<file path="config.mk">
export PLATFORM = sky130hd
export DESIGN_NAME = ddr4_cmd_exec
export DESIGN_NICKNAME = d
export VERILOG_FILES = /design/src/rtl/ddr4_cmd_pkg.sv /design/src/rtl/ddr4_app_cmd_issuer.sv /design/src/rtl/ddr4_cmd_exec.sv
export SDC_FILE = /design/constraint.sdc
export NUM_CORES = 1
export LEC_CHECK = 0
export BUFFER_PORTS_ARGS = -buffer_cell sky130_fd_sc_hd__buf_2
export CAP_MARGIN = 10
export CELL_PAD_IN_SITES_DETAIL_PLACEMENT = 1
export CELL_PAD_IN_SITES_GLOBAL_PLACEMENT = 1
export CORE_UTILIZATION = 38
export DETAILED_ROUTE_END_ITERATION = 16
export GPL_ROUTABILITY_DRIVEN = 0
export GPL_TIMING_DRIVEN = 1
export PLACE_DENSITY = 0.81
export SETUP_SLACK_MARGIN = 0.4
export SLEW_MARGIN = 15
export SYNTH_ARGS = -nofsm -noshare
export SYNTH_HDL_FRONTEND = slang
export SYNTH_SLANG_ARGS = --single-unit
</file>
<file path="constraint.sdc">
create_clock -name ui_clk -period 4.2 [get_ports ui_clk]
set_clock_uncertainty 0.2 [all_clocks]
set_input_delay 0.63 -clock ui_clk [delete_from_list [all_inputs] [get_ports ui_clk]]
set_output_delay 0.63 -clock ui_clk [all_outputs]
set_load 0.02 [all_outputs]
</file>
<file path="src/rtl/ddr4_cmd_pkg.sv">
// Shared types and constants for the DDR4 command executor and its app-command issuer.
package ddr4_cmd_pkg;

    typedef enum logic [1:0] {
        IDLE    = 2'd0,
        WR      = 2'd1,
        RD      = 2'd2,
        RD_WAIT = 2'd3
    } state_t;

    localparam logic [2:0] APP_CMD_WR    = 3'b000;
    localparam logic [2:0] APP_CMD_RD    = 3'b001;
    localparam int         ADDR_STEP_DEF = 8;

endpackage

</file>
<file path="src/rtl/ddr4_app_cmd_issuer.sv">
// Issues bl app commands (BL8 each) on the MIG app interface, stepping the address per accepted command.
module ddr4_app_cmd_issuer
    import ddr4_cmd_pkg::*;
#(
    parameter int ADDR_W    = 29,
    parameter int BL_W      = 8,
    parameter int ADDR_STEP = ADDR_STEP_DEF
) (
    input  logic              ui_clk,
    input  logic              rst,
    input  logic              load,
    input  logic [ADDR_W-1:0] load_addr,
    input  logic              active,
    input  logic              is_rd,
    input  logic [BL_W:0]     bl,
    input  logic              app_rdy,
    output logic              app_en,
    output logic [2:0]        app_cmd,
    output logic [ADDR_W-1:0] app_addr,
    output logic [BL_W:0]     cmd_cnt,
    output logic              last_cmd_accepted
);

    logic [ADDR_W-1:0] addr_r;
    logic              cmd_fire;

    assign app_en            = active && (cmd_cnt < bl);
    assign app_cmd           = (app_en && is_rd) ? APP_CMD_RD : APP_CMD_WR;
    assign app_addr          = app_en ? addr_r : '0;
    assign cmd_fire          = app_en && app_rdy;
    assign last_cmd_accepted = cmd_fire && ((cmd_cnt + 1'b1) == bl);

    // Address wraps naturally modulo 2^ADDR_W.
    always_ff @(posedge ui_clk) begin
        if (rst) begin
            cmd_cnt <= '0;
            addr_r  <= '0;
        end else if (load) begin
            cmd_cnt <= '0;
            addr_r  <= load_addr;
        end else if (cmd_fire) begin
            cmd_cnt <= cmd_cnt + 1'b1;
            addr_r  <= addr_r + ADDR_W'(ADDR_STEP);
        end
    end

endmodule

</file>
<file path="src/rtl/ddr4_cmd_exec.sv">
// DDR4 command FIFO consumer: expands one FIFO command into MIG app commands and data beats.
// Optional build macro DDR4_CMD_EXEC_CALIB_GATE_EN holds requests until init_calib_complete.
module ddr4_cmd_exec
    import ddr4_cmd_pkg::*;
#(
    parameter int ADDR_W    = 29,
    parameter int BL_W      = 8,
    parameter int ADDR_STEP = ADDR_STEP_DEF
) (
    input  logic              ui_clk,
    input  logic              rst,
    input  logic              rd_req,
    input  logic              wr_req,
    input  logic [BL_W-1:0]   cmd_bl,
    input  logic [ADDR_W-1:0] cmd_addr,
    output logic              rd_cmd_start,
    output logic              wr_cmd_start,
    output logic              app_en,
    output logic [2:0]        app_cmd,
    output logic [ADDR_W-1:0] app_addr,
    input  logic              app_rdy,
    output logic              app_wdf_wren,
    output logic              app_wdf_end,
    input  logic              app_wdf_rdy,
    output logic              wr_data_rd_en,
    input  logic              app_rd_data_valid,
    input  logic              init_calib_complete,
    output logic              busy,
    output logic              done
);

    state_t          state;
    logic [BL_W-1:0] bl_r;
    logic [BL_W:0]   bl_ext, cmd_cnt, data_cnt, beat_cnt;
    logic [BL_W:0]   cmd_next, data_next, beat_next;
    logic            done_r, req_ok, accept_wr, accept_rd, last_cmd;

`ifdef DDR4_CMD_EXEC_CALIB_GATE_EN
    assign req_ok = init_calib_complete;
`else
    logic unused_calib;
    assign unused_calib = init_calib_complete;
    assign req_ok       = 1'b1;
`endif

    // The done cycle blocks acceptance so pops are always at least two cycles apart.
    assign accept_wr = (state == IDLE) && req_ok && !done_r && wr_req;
    assign accept_rd = (state == IDLE) && req_ok && !done_r && rd_req && !wr_req;

    assign wr_cmd_start  = accept_wr;
    assign rd_cmd_start  = accept_rd;
    assign bl_ext        = {1'b0, bl_r};
    assign app_wdf_wren  = (state == WR) && (data_cnt < bl_ext);
    assign app_wdf_end   = app_wdf_wren;
    assign wr_data_rd_en = app_wdf_wren;
    assign busy          = (state != IDLE);
    assign done          = done_r;

    assign cmd_next  = cmd_cnt + (BL_W+1)'(app_en && app_rdy);
    assign data_next = data_cnt + (BL_W+1)'(app_wdf_wren && app_wdf_rdy);
    assign beat_next = beat_cnt + (BL_W+1)'(app_rd_data_valid);

    ddr4_app_cmd_issuer #(
        .ADDR_W    (ADDR_W),
        .BL_W      (BL_W),
        .ADDR_STEP (ADDR_STEP)
    ) u_issuer (
        .ui_clk            (ui_clk),
        .rst               (rst),
        .load              (accept_wr || accept_rd),
        .load_addr         (cmd_addr),
        .active            ((state == WR) || (state == RD)),
        .is_rd             (state == RD),
        .bl                (bl_ext),
        .app_rdy           (app_rdy),
        .app_en            (app_en),
        .app_cmd           (app_cmd),
        .app_addr          (app_addr),
        .cmd_cnt           (cmd_cnt),
        .last_cmd_accepted (last_cmd)
    );

    always_ff @(posedge ui_clk) begin
        if (rst) begin
            state    <= IDLE;
            bl_r     <= '0;
            data_cnt <= '0;
            beat_cnt <= '0;
            done_r   <= 1'b0;
        end else begin
            done_r <= 1'b0;
            case (state)
                IDLE: begin
                    if (accept_wr || accept_rd) begin
                        bl_r     <= cmd_bl;
                        data_cnt <= '0;
                        beat_cnt <= '0;
                        if (cmd_bl == '0) done_r <= 1'b1;
                        else              state  <= accept_wr ? WR : RD;
                    end
                end
                WR: begin
                    data_cnt <= data_next;
                    if ((cmd_next == bl_ext) && (data_next == bl_ext)) begin
                        done_r <= 1'b1;
                        state  <= IDLE;
                    end
                end
                RD: begin
                    beat_cnt <= beat_next;
                    if (last_cmd) state <= RD_WAIT;
                end
                RD_WAIT: begin
                    beat_cnt <= beat_next;
                    if (beat_next >= bl_ext) begin
                        done_r <= 1'b1;
                        state  <= IDLE;
                    end
                end
                default: state <= IDLE;
            endcase
        end
    end

endmodule

</file>
== Word level (Yosys, flattened, before mapping) ==
Cells that the tools add are included.

* Flip-flop bits (word level): 67
* Input bits: 45
* Output and inout port bits: 40
* Word-level logic and storage cells: 72

* Add/sub/neg operators: 5
* $lt $le $gt $ge: 3
* Eq/ne operators: 11
* Muxes and demuxes: 19
* Reductions and logical operators: 27

{| class="wikitable"
|+ Operators with widths
! operator !! count
|-
| 29-bit 2-to-1 mux || 3
|-
| 9-bit case mux with 2 select lines || 2
|-
| 29-bit by 4-bit adder with 29-bit output, second input constant || 1
|-
| 9-bit by 1-bit adder with 9-bit output || 3
|-
| 9-bit by 8-bit == test with 1-bit output || 3
|-
| 9-bit by 8-bit less-than comparator with 1-bit output || 2
|-
| 2-bit 2-to-1 mux || 6
|-
| 1-bit logical AND || 11
|-
| 9-bit by 1-bit adder with 9-bit output, second input constant || 1
|-
| 9-bit by 8-bit greater-or-equal comparator with 1-bit output || 1
|-
| 9-bit 2-to-1 mux || 1
|-
| 8-bit logical NOT || 1
|-
| 2-bit case mux with 4 select lines || 1
|-
| 2-bit nonzero test || 4
|-
| 2-bit != test, second input constant || 3
|-
| 2-bit AND reduction || 3
|-
| 1-bit 2-to-1 mux || 5
|-
| 5-bit AND reduction || 1
|-
| 2-bit == test, second input constant || 2
|-
| 2-bit by 1-bit != test with 1-bit output, second input constant || 2
|-
| 2-bit OR reduction || 2
|-
| 1-bit case mux with 3 select lines || 1
|-
| 2-bit by 1-bit == test with 1-bit output, second input constant || 1
|-
| 1-bit logical NOT || 2
|-
| 2 further kinds || 3
|}

== Logic depth before layout (Yosys ltp) ==
Gate-level depths: netlist of run 1.

* Depth after elaboration: 9
* Mapped depth: 19
* Gate-level depth less buffers: 19

== Cells and area by module ==
Synthesis of run 1 repeated with hierarchy kept, for this count alone.

* Cell total of the unflattened synthesis: 707
* Area, all modules: 5,403.9 µm²

{| class="wikitable"
|+ Modules (own cells, without submodules)
! module !! times used !! cells each !! area an instance (µm²) !! seq. area each (µm²)
|-
| ddr4_app_cmd_issuer || 1 || 391 || 3,044.2 || 760.7
|-
| ddr4_cmd_exec || 1 || 316 || 2,359.8 || 580.6
|}

== Worst setup path before layout of run 1 ==
OpenSTA, ideal clock, no wires.

* Path type: register to register
* Start point: register bl_r[1]
* End point: register state[0]
* Setup time: 0.091 ns
* Arrival time: 4.223 ns
* Required time: 3.909 ns
* Path slack: -0.314 ns
* Stages on the path, launching flop included: 20
* Buffers on the path: 0
* Clock period less this slack: 4.514 ns
* Path through: dfxtp_1 -> inv_1 -> ha_1 -> a21o_1 -> a21o_1 -> a21o_1 -> a21o_1 -> a21o_1 -> a31oi_1 -> and2_1 -> ha_1 -> ha_1 -> nand3_1 -> xnor2_1 -> or3_1 -> a2111oi_2 -> nand3b_1 -> o31ai_4 -> a21oi_1 -> a311oi_1

* Longest elaborated chain between the ends: 8
* Elaborated cells on any way between the ends: 18
* Classes of those cells: add/sub: 2; order compare: 3; eq/ne: 6; reduce/logical: 7

{| class="wikitable"
|+ Ends and longest elaborated chain
! what !! RTL line !! text
|-
| start: declaration || ddr4_cmd_exec.sv:33 || <nowiki>logic [BL_W-1:0] bl_r;</nowiki>
|-
| start signal: assignment || ddr4_cmd_exec.sv:95 || <nowiki>bl_r <= cmd_bl;</nowiki>
|-
| 9-bit by 8-bit less-than comparator with 1-bit output || ddr4_cmd_exec.sv:53 || <nowiki>assign app_wdf_wren = (state == WR) && (data_cnt < bl_ext);</nowiki>
|-
| 1-bit logical AND || ddr4_cmd_exec.sv:53 ||
|-
| via app_wdf_end || ddr4_cmd_exec.sv:23 || <nowiki>output logic app_wdf_end,</nowiki>
|-
| 1-bit logical AND || ddr4_cmd_exec.sv:60 || <nowiki>assign data_next = data_cnt + (BL_W+1)'(app_wdf_wren && app_wdf_rdy);</nowiki>
|-
| 9-bit by 1-bit adder with 9-bit output || ddr4_cmd_exec.sv:60 ||
|-
| 9-bit by 8-bit == test with 1-bit output || ddr4_cmd_exec.sv:104 || <nowiki>if ((cmd_next == bl_ext) && (data_next == bl_ext)) begin</nowiki>
|-
| 1-bit logical AND || ddr4_cmd_exec.sv:104 ||
|-
| 2-bit by 1-bit != test with 1-bit output (no line) || -- ||
|-
| 5-bit AND reduction (no line) || -- ||
|-
| end signal: assignment || ddr4_cmd_exec.sv:99 || <nowiki>else state <= accept_wr ? WR : RD;</nowiki>
|-
| end: declaration || ddr4_cmd_exec.sv:32 || <nowiki>state_t state;</nowiki>
|}

The timed path passes the listed nets, and every way through them passes these cells.
A chain may end at the register's enable or synchronous reset.

== Final worst setup path of run 1 ==
* Start point: register bl_r[1]
* End point: register state[0]

* Longest elaborated chain between the ends: 8
* Elaborated cells on any way between the ends: 18
* Classes of those cells: add/sub: 2; order compare: 3; eq/ne: 6; reduce/logical: 7

{| class="wikitable"
|+ Ends and longest elaborated chain
! what !! RTL line
|-
| 9-bit by 8-bit less-than comparator with 1-bit output, on equally long branches || ddr4_app_cmd_issuer.sv:27, ddr4_cmd_exec.sv:53
|-
| 1-bit logical AND, on equally long branches || ddr4_app_cmd_issuer.sv:27, ddr4_cmd_exec.sv:53
|-
| 1-bit logical AND, on equally long branches || ddr4_app_cmd_issuer.sv:30, ddr4_cmd_exec.sv:59, ddr4_cmd_exec.sv:60
|-
| 9-bit by 1-bit adder with 9-bit output, on equally long branches || ddr4_cmd_exec.sv:59, ddr4_cmd_exec.sv:60
|-
| 9-bit by 8-bit == test with 1-bit output || ddr4_cmd_exec.sv:104
|-
| 1-bit logical AND || ddr4_cmd_exec.sv:104
|-
| 2-bit by 1-bit != test with 1-bit output (no line) || --
|-
| 5-bit AND reduction (no line) (*) || --
|}

Every way passes the cells marked *; elsewhere a longest branch is shown, timed or not.

==> metrics.cfg, run 1 <==
[logic_synthesis]
ys.warnings.count = 0
seq_area_frac_synth = 0.280
ys_async_sr_fraction = 0
synth_enable_flop_cells = 0
synth_flop_cell = dfxtp_1
syn-cell-area_um2 = 4780
avgSynthCellArea_um2 = 7.75
ys_types = 56
ys_ff_latch = 67
syn_inst = 617

[hold_path]
hp-class = reg2reg

[clocking]
clkTransAtPathRegs_ps = 60
cts_buffer_depth = 2
cts_tree = yes
cts_buffers = 9
cts-htree-levels = 3
clockRootBuffer = clkbuf_16
clk-insertion-delay-late_ps = 350
cts_sinks = 67

[final_layout]
final.fill_count = 1495
final_cell_mix = 81 x buf_2, 69 x nor2_1, 64 x dfxtp_1
layout_commonest_cell = buf_2
diodes = 0
final_util = 0.495
syn_to_final_growth_pct = 26.0
layout.nets = 790
drive_above_1_share = 0.238
fin_area_um2 = 6030

[floorplan]
top_level_ports = 85
die_h_um = 114
core_um2 = 12200
die_x_um = 114
start_util = 0.393
design.die.area_um2 = 13000
rows = 40

[sta]
fin_setup_tns_ps = 0
tightest_slew_ps = 766
final_max_slew_viol_count = 0
fin_crit_ps = 3970
rsz0062_at_grt = true
setup_viol = 0
clock.fmax_ghz = 0.252
finalCritPeriodShare = 0.945
slew_headroom = 0.484
whs_ps = 252
hold_viol = 0

[global_route]
grt_antenna_before_repair = 0
grt_overflow_total = 0
grt_max_degree = 65
grt_pass1_wl_mm = 25.5
gr-usage-all-layers = 0.250
grt_pass1_vias = 5140

[detailed_routing]
post-route-drc-count = 0
wl_per_cell_um = 17.8
drt_iter0_drc = 175
dr.pass1.iters = 4
vias_per_cell = 5.53
drt_wl_total_mm = 15.7
dr_total_vias = 4878
antenna_left = 0

[placed_design]
hpwl_mm = 11.2
portBuffers = 81
place_area_um2 = 5560

[critical_path]
startpoint_type = flop
critPathArrivalTime_ps = 4030
crit_path_end_kind = flop
critPathKind = reg2reg
path_max_fanout = 4
critPathRequiredTime_ps = 4260

[job]
drv_cap = 0

[power]
cellPowerDensity_nw_per_um2 = 497
p_leak_uw = 0.00256
peakVddDrop_mv = 0.225

[status]
status = finished, final reports clean

==> area by class of cell <==
class / instances / area [um2] / share of cell area
clock buffers: 11 / 243 / 0.0403
clock inverters: 5 / 62.6 / 0.0104
inverters: 19 / 86.3 / 0.0143
multi-input cells: 496 / 3390 / 0.563
flip-flops and latches: 67 / 1350 / 0.224
well taps: 168 / 210 / 0.0349
repair buffers: 116 / 681 / 0.113
==> metrics by stage <==
stage	setup slack, ps	total power (uW)	std cells
global placement	124	2080	857
global route	68.4	3180	882
finish	231	3000	882
CTS	197	2980	879
floorplan	257	1730	618
detailed placement	6.78	2140	857
==> flip-flops by register name, summed over array words and instances, names as in the netlist <==
register          flops
data_cnt              9
state                 2
done                  1
u_issuer.cmd_cnt      9
u_issuer.addr_r      29
bl_r                  8
beat_cnt              9
==> layer usage <==
| metal | global-route usage | part of all wire | routed length, um |
|---|---|---|---|
| met2 | 0.446 | 0.51 | 7920 |
| met4 | 0.116 | 0.031 | 488 |
| met3 | 0.0296 | 0.030 | 462 |
| met1 | 0.298 | 0.43 | 6780 |
| met5 | 0 | 0 | 0 |
==> worst max-delay path, stage by stage (launching register included) <==
cell and delay (ps):
dfxtp_2 350, inv_4 50, ha_4 210, a21o_1 170, a21o_1 160, a21o_1 150, a21o_1 150, a21o_1 180
a31oi_4 200, and2_4 180, ha_4 140, ha_4 160, nand3_4 90, xnor2_2 150, or3_4 350, a2111oi_4 280
nand3b_1 180, o31ai_4 240, a21oi_1 100, a311oi_1 210
==> synth_stat cells, types with 3 or more instances <==
master | instances | area, um2
nor3_1 | 20 | 100
o21a_1 | 4 | 30.0
a21oi_1 | 40 | 200
clkbuf_1 | 23 | 86.3
xor2_1 | 34 | 298
a211oi_1 | 26 | 195
xnor2_1 | 23 | 201
and3_1 | 15 | 93.8
nand2b_1 | 4 | 25.0
buf_2 | 4 | 20.0
o22ai_1 | 3 | 18.8
buf_4 | 4 | 30.0
nand2_1 | 62 | 233
dfxtp_1 | 67 | 1340
nand3_1 | 27 | 135
ha_1 | 36 | 450
nand4_1 | 8 | 50.1
a311oi_1 | 4 | 35.0
a21o_1 | 8 | 60.1
or3_1 | 6 | 37.5
o21ai_0 | 22 | 110
and4_1 | 7 | 61.3
and2_1 | 33 | 206
a22oi_1 | 3 | 22.5
nor2_1 | 70 | 263
a31oi_1 | 5 | 31.3
nand3b_1 | 3 | 22.5
mux2i_1 | 3 | 30.0
nor4_1 | 4 | 25.0
inv_1 | 17 | 63.8
buf_1 | 3 | 11.3
==> repair_timing <==
item / 4_1_cts / 5_1_grt
gates cloned: 0 / 0
setup buffers: 6 / 3
setup endpoints to repair: 3 / 3
gates resized for setup: 9 / 7
hold buffers: 0 / 0
pin swaps: 3 / 1
hold endpoints to repair: 0 / 0
==> final timing paths <==
check	slack, ps	depth (start not counted)	startpoint	endpoint
setup / recovery	230	19	bl_r[1]$_SDFFE_PP0P_	state[0]$_SDFFE_PP0P_
hold / removal	250	2	u_issuer.addr_r[0]$_SDFFE_PP0P_	u_issuer.addr_r[0]$_SDFFE_PP0P_
setup reg to reg	230	19	bl_r[1]$_SDFFE_PP0P_	state[0]$_SDFFE_PP0P_
hold reg to reg	250	2	u_issuer.addr_r[0]$_SDFFE_PP0P_	u_issuer.addr_r[0]$_SDFFE_PP0P_
==> power breakdown <==
part,switching [uW],total (uW),internal [uW]
combinational,833,1350,513
sequential,111,856,746
clock,316,794,478
total,1260,3000,1740
==> kinds of logic after synthesis <==
group                    count (synthesis)  share of synthesized area
AO/OA/AOI/OAI                          125                      0.170
other                                    1                   0.000784
XOR/XNOR                                57                      0.104
multiplexers                             4                    0.00863
adder cells (fa/ha/maj)                 36                     0.0942
AND/OR/NAND/NOR                        272                      0.290
buffers and inverters                   55                     0.0515
flip-flops                              67                      0.280
Note: power is estimated with default switching activity, not from simulation.
==> run 2: changes to the inputs <==
--- a/config.mk
+++ b/config.mk
@@ -9,11 +9,11 @@
 export CAP_MARGIN = 10
 export CELL_PAD_IN_SITES_DETAIL_PLACEMENT = 1
 export CELL_PAD_IN_SITES_GLOBAL_PLACEMENT = 1
-export CORE_UTILIZATION = 38
+export CORE_UTILIZATION = 42
 export DETAILED_ROUTE_END_ITERATION = 16
 export GPL_ROUTABILITY_DRIVEN = 0
 export GPL_TIMING_DRIVEN = 1
-export PLACE_DENSITY = 0.81
+export PLACE_DENSITY = 0.85
 export SETUP_SLACK_MARGIN = 0.4
 export SLEW_MARGIN = 15
 export SYNTH_ARGS = -nofsm -noshare
==> constraint.sdc (replaced) <==
create_clock -name ui_clk -period 4.1 [get_ports ui_clk]
set_clock_uncertainty 0.2 [all_clocks]
set_input_delay 0.615 -clock ui_clk [delete_from_list [all_inputs] [get_ports ui_clk]]
set_output_delay 0.615 -clock ui_clk [all_outputs]
set_load 0.02 [all_outputs]
==> metrics.cfg, run 2 (synthesis results as in run 1) <==
[sta]
slew_headroom = 0.388  ; -0.0962
whs_ps = 252  ; +0.538 ps
clock.fmax_ghz = 0.250  ; -0.62%
final_max_slew_viol_count = 0  ; unchanged
setup_viol = 0  ; unchanged
tightest_slew_ps = 918  ; +152 ps
finalCritPeriodShare = 0.974  ; +0.0291
fin_crit_ps = 3990  ; +24.7 ps
fin_setup_tns_ps = 0  ; unchanged
rsz0062_at_grt = true
hold_viol = 0  ; unchanged

[hold_path]
hp-class = reg2reg
whs_path_depth = 2  ; unchanged
holdPathEnd = u_issuer.addr_r[1]$_SDFFE_PP0P_
hp-start = u_issuer.addr_r[1]$_SDFFE_PP0P_

[floorplan]
design.die.area_um2 = 11800  ; -9.4%
die_h_um = 109  ; -4.8%
rows = 38  ; -5.0%
start_util = 0.435  ; +0.0422
top_level_ports = 85  ; unchanged
die_x_um = 109  ; -4.8%
core_um2 = 11000  ; -9.7%

[detailed_routing]
dr_total_vias = 5014  ; +2.8%
post-route-drc-count = 0  ; unchanged
wl_per_cell_um = 19.3  ; +8.7%
drt_wl_total_mm = 16.6  ; +6.1%
vias_per_cell = 5.82  ; +5.3%
dr.pass1.iters = 5  ; +1
antenna_left = 0  ; unchanged
drt_iter0_drc = 196  ; +12%

[final_layout]
layout_commonest_cell = buf_2
layout.nets = 797  ; +0.89%
largest_reg_flops = 29  ; unchanged
final_util = 0.550  ; +0.0549
fin_area_um2 = 6040  ; +0.31%
syn_to_final_growth_pct = 26.4
final_cell_mix = 81 x buf_2, 70 x nor2_1, 64 x dfxtp_1
diodes = 0  ; unchanged
drive_above_1_share = 0.251  ; +0.0129
regMostFlops = u_issuer.addr_r

[critical_path]
crit_path_end_kind = flop
worstReg2RegEnd = state[0]$_SDFFE_PP0P_
startpoint_type = flop
reg2reg_slack_ps = 110  ; -120 ps
critPathKind = reg2reg
critPathArrivalTime_ps = 4040  ; about the same
regToRegStartpoint = bl_r[1]$_SDFFE_PP0P_
critPathRequiredTime_ps = 4150  ; -110 ps
reg2regPathDepth = 19  ; unchanged
path_max_fanout = 3  ; -1

[clocking]
cts_sinks = 67  ; unchanged
cts_buffer_depth = 2  ; unchanged
cts_tree = yes
clkTransAtPathRegs_ps = 60  ; about the same
clockRootBuffer = clkbuf_16
cts_buffers = 9  ; unchanged
cts-htree-levels = 3  ; unchanged
clk-insertion-delay-late_ps = 350  ; about the same
cts_hold_buf = 0  ; unchanged

[placed_design]
hpwl_mm = 11.6  ; +3.3%
place_area_um2 = 5580  ; +0.45%
portBuffers = 81  ; unchanged

[global_route]
grt_pass1_wl_mm = 25.8  ; +1.3%
grt_overflow_total = 0  ; unchanged
grt_max_degree = 57  ; -12%
grt_antenna_before_repair = 0  ; unchanged
gr-usage-all-layers = 0.289  ; +0.0394
grt_pass1_vias = 5259  ; +2.3%

[power]
p_leak_uw = 0.00258  ; +0.75%
cellPowerDensity_nw_per_um2 = 512  ; +2.9%
peakVddDrop_mv = 0.337  ; +50%

[status]
status = finished, final reports clean

[job]
drv_cap = 0  ; unchanged

## run 2: cell count changes in the layout (fill, tap and decap cells not counted), sizes merged
cell / before / now
buf: 116 / 123
clkbuf: 11 / 12
clkinv: 3 / 2
## run 2: stage by stage
stage	std cells	worst slack (ps)	power, uW
2_1_floorplan	618	157	1770
3_5_place_dp	837	-103	2220
6_report	861	106	3090
3_3_place_gp	837	26.9	2160
5_1_grt	861	-59.2	3260
4_1_cts	859	76.4	3050
## run 2: worst max-delay path by stage
stage                               from                    end  slack [ps]  depth (start not counted)
global route        bl_r[1]$_SDFFE_PP0P_  state[0]$_SDFFE_PP0P_         -60                         19
finish              bl_r[1]$_SDFFE_PP0P_  state[0]$_SDFFE_PP0P_         110                         19
global placement    bl_r[1]$_SDFFE_PP0P_  state[0]$_SDFFE_PP0P_          30                         19
floorplan           bl_r[1]$_SDFFE_PP0P_  state[0]$_SDFFE_PP0P_         160                         19
detailed placement  bl_r[1]$_SDFFE_PP0P_  state[0]$_SDFFE_PP0P_        -100                         19
CTS                 bl_r[1]$_SDFFE_PP0P_  state[0]$_SDFFE_PP0P_          80                         20
## run 2: area by class of cell
type                            count  area (um2)
Inverter                           19        86.3
Clock inverter                      4        50.0
Sequential cell                    67        1350
Multi-Input combinational cell    496        3420
Timing Repair Buffer              123         724
Fill cell                        1382        4940
Tap cell                          140         175
Clock buffer                       12         246
## run 2: repair_timing
item	in CTS	in global routing
resized for setup	4	15
buffers inserted	6	2
endpoints found under the hold margin	0	0
setup endpoints to repair	4	13
pin swaps	2	2
## run 2: routing by layer
layer,GRT usage,wire length [um],vias to the layer above
li1,-,-,2366
met4,0.183,799,0
met5,0,0,-
met3,0.0454,795,61
met1,0.333,6780,2430
met2,0.498,8240,157
## run 2: worst max-delay path, cell delays in order, from the launching register on
cell and delay (ps):
dfxtp_2 350, inv_4 50, ha_4 200, a21o_1 170, a21o_1 170, a21o_1 160, a21o_1 150, a21o_1 180
a31oi_4 170, and2_4 170, ha_4 140, ha_4 150, nand3_4 80, xnor2_2 150, or3_4 340, a2111oi_4 300
nand3b_1 200, o31ai_4 240, a21oi_1 100, a311oi_1 230
## run 2: power by group
part / internal [uW] / switching [uW]
sequential: 764 / 119
combinational: 539 / 866
clock: 487 / 318
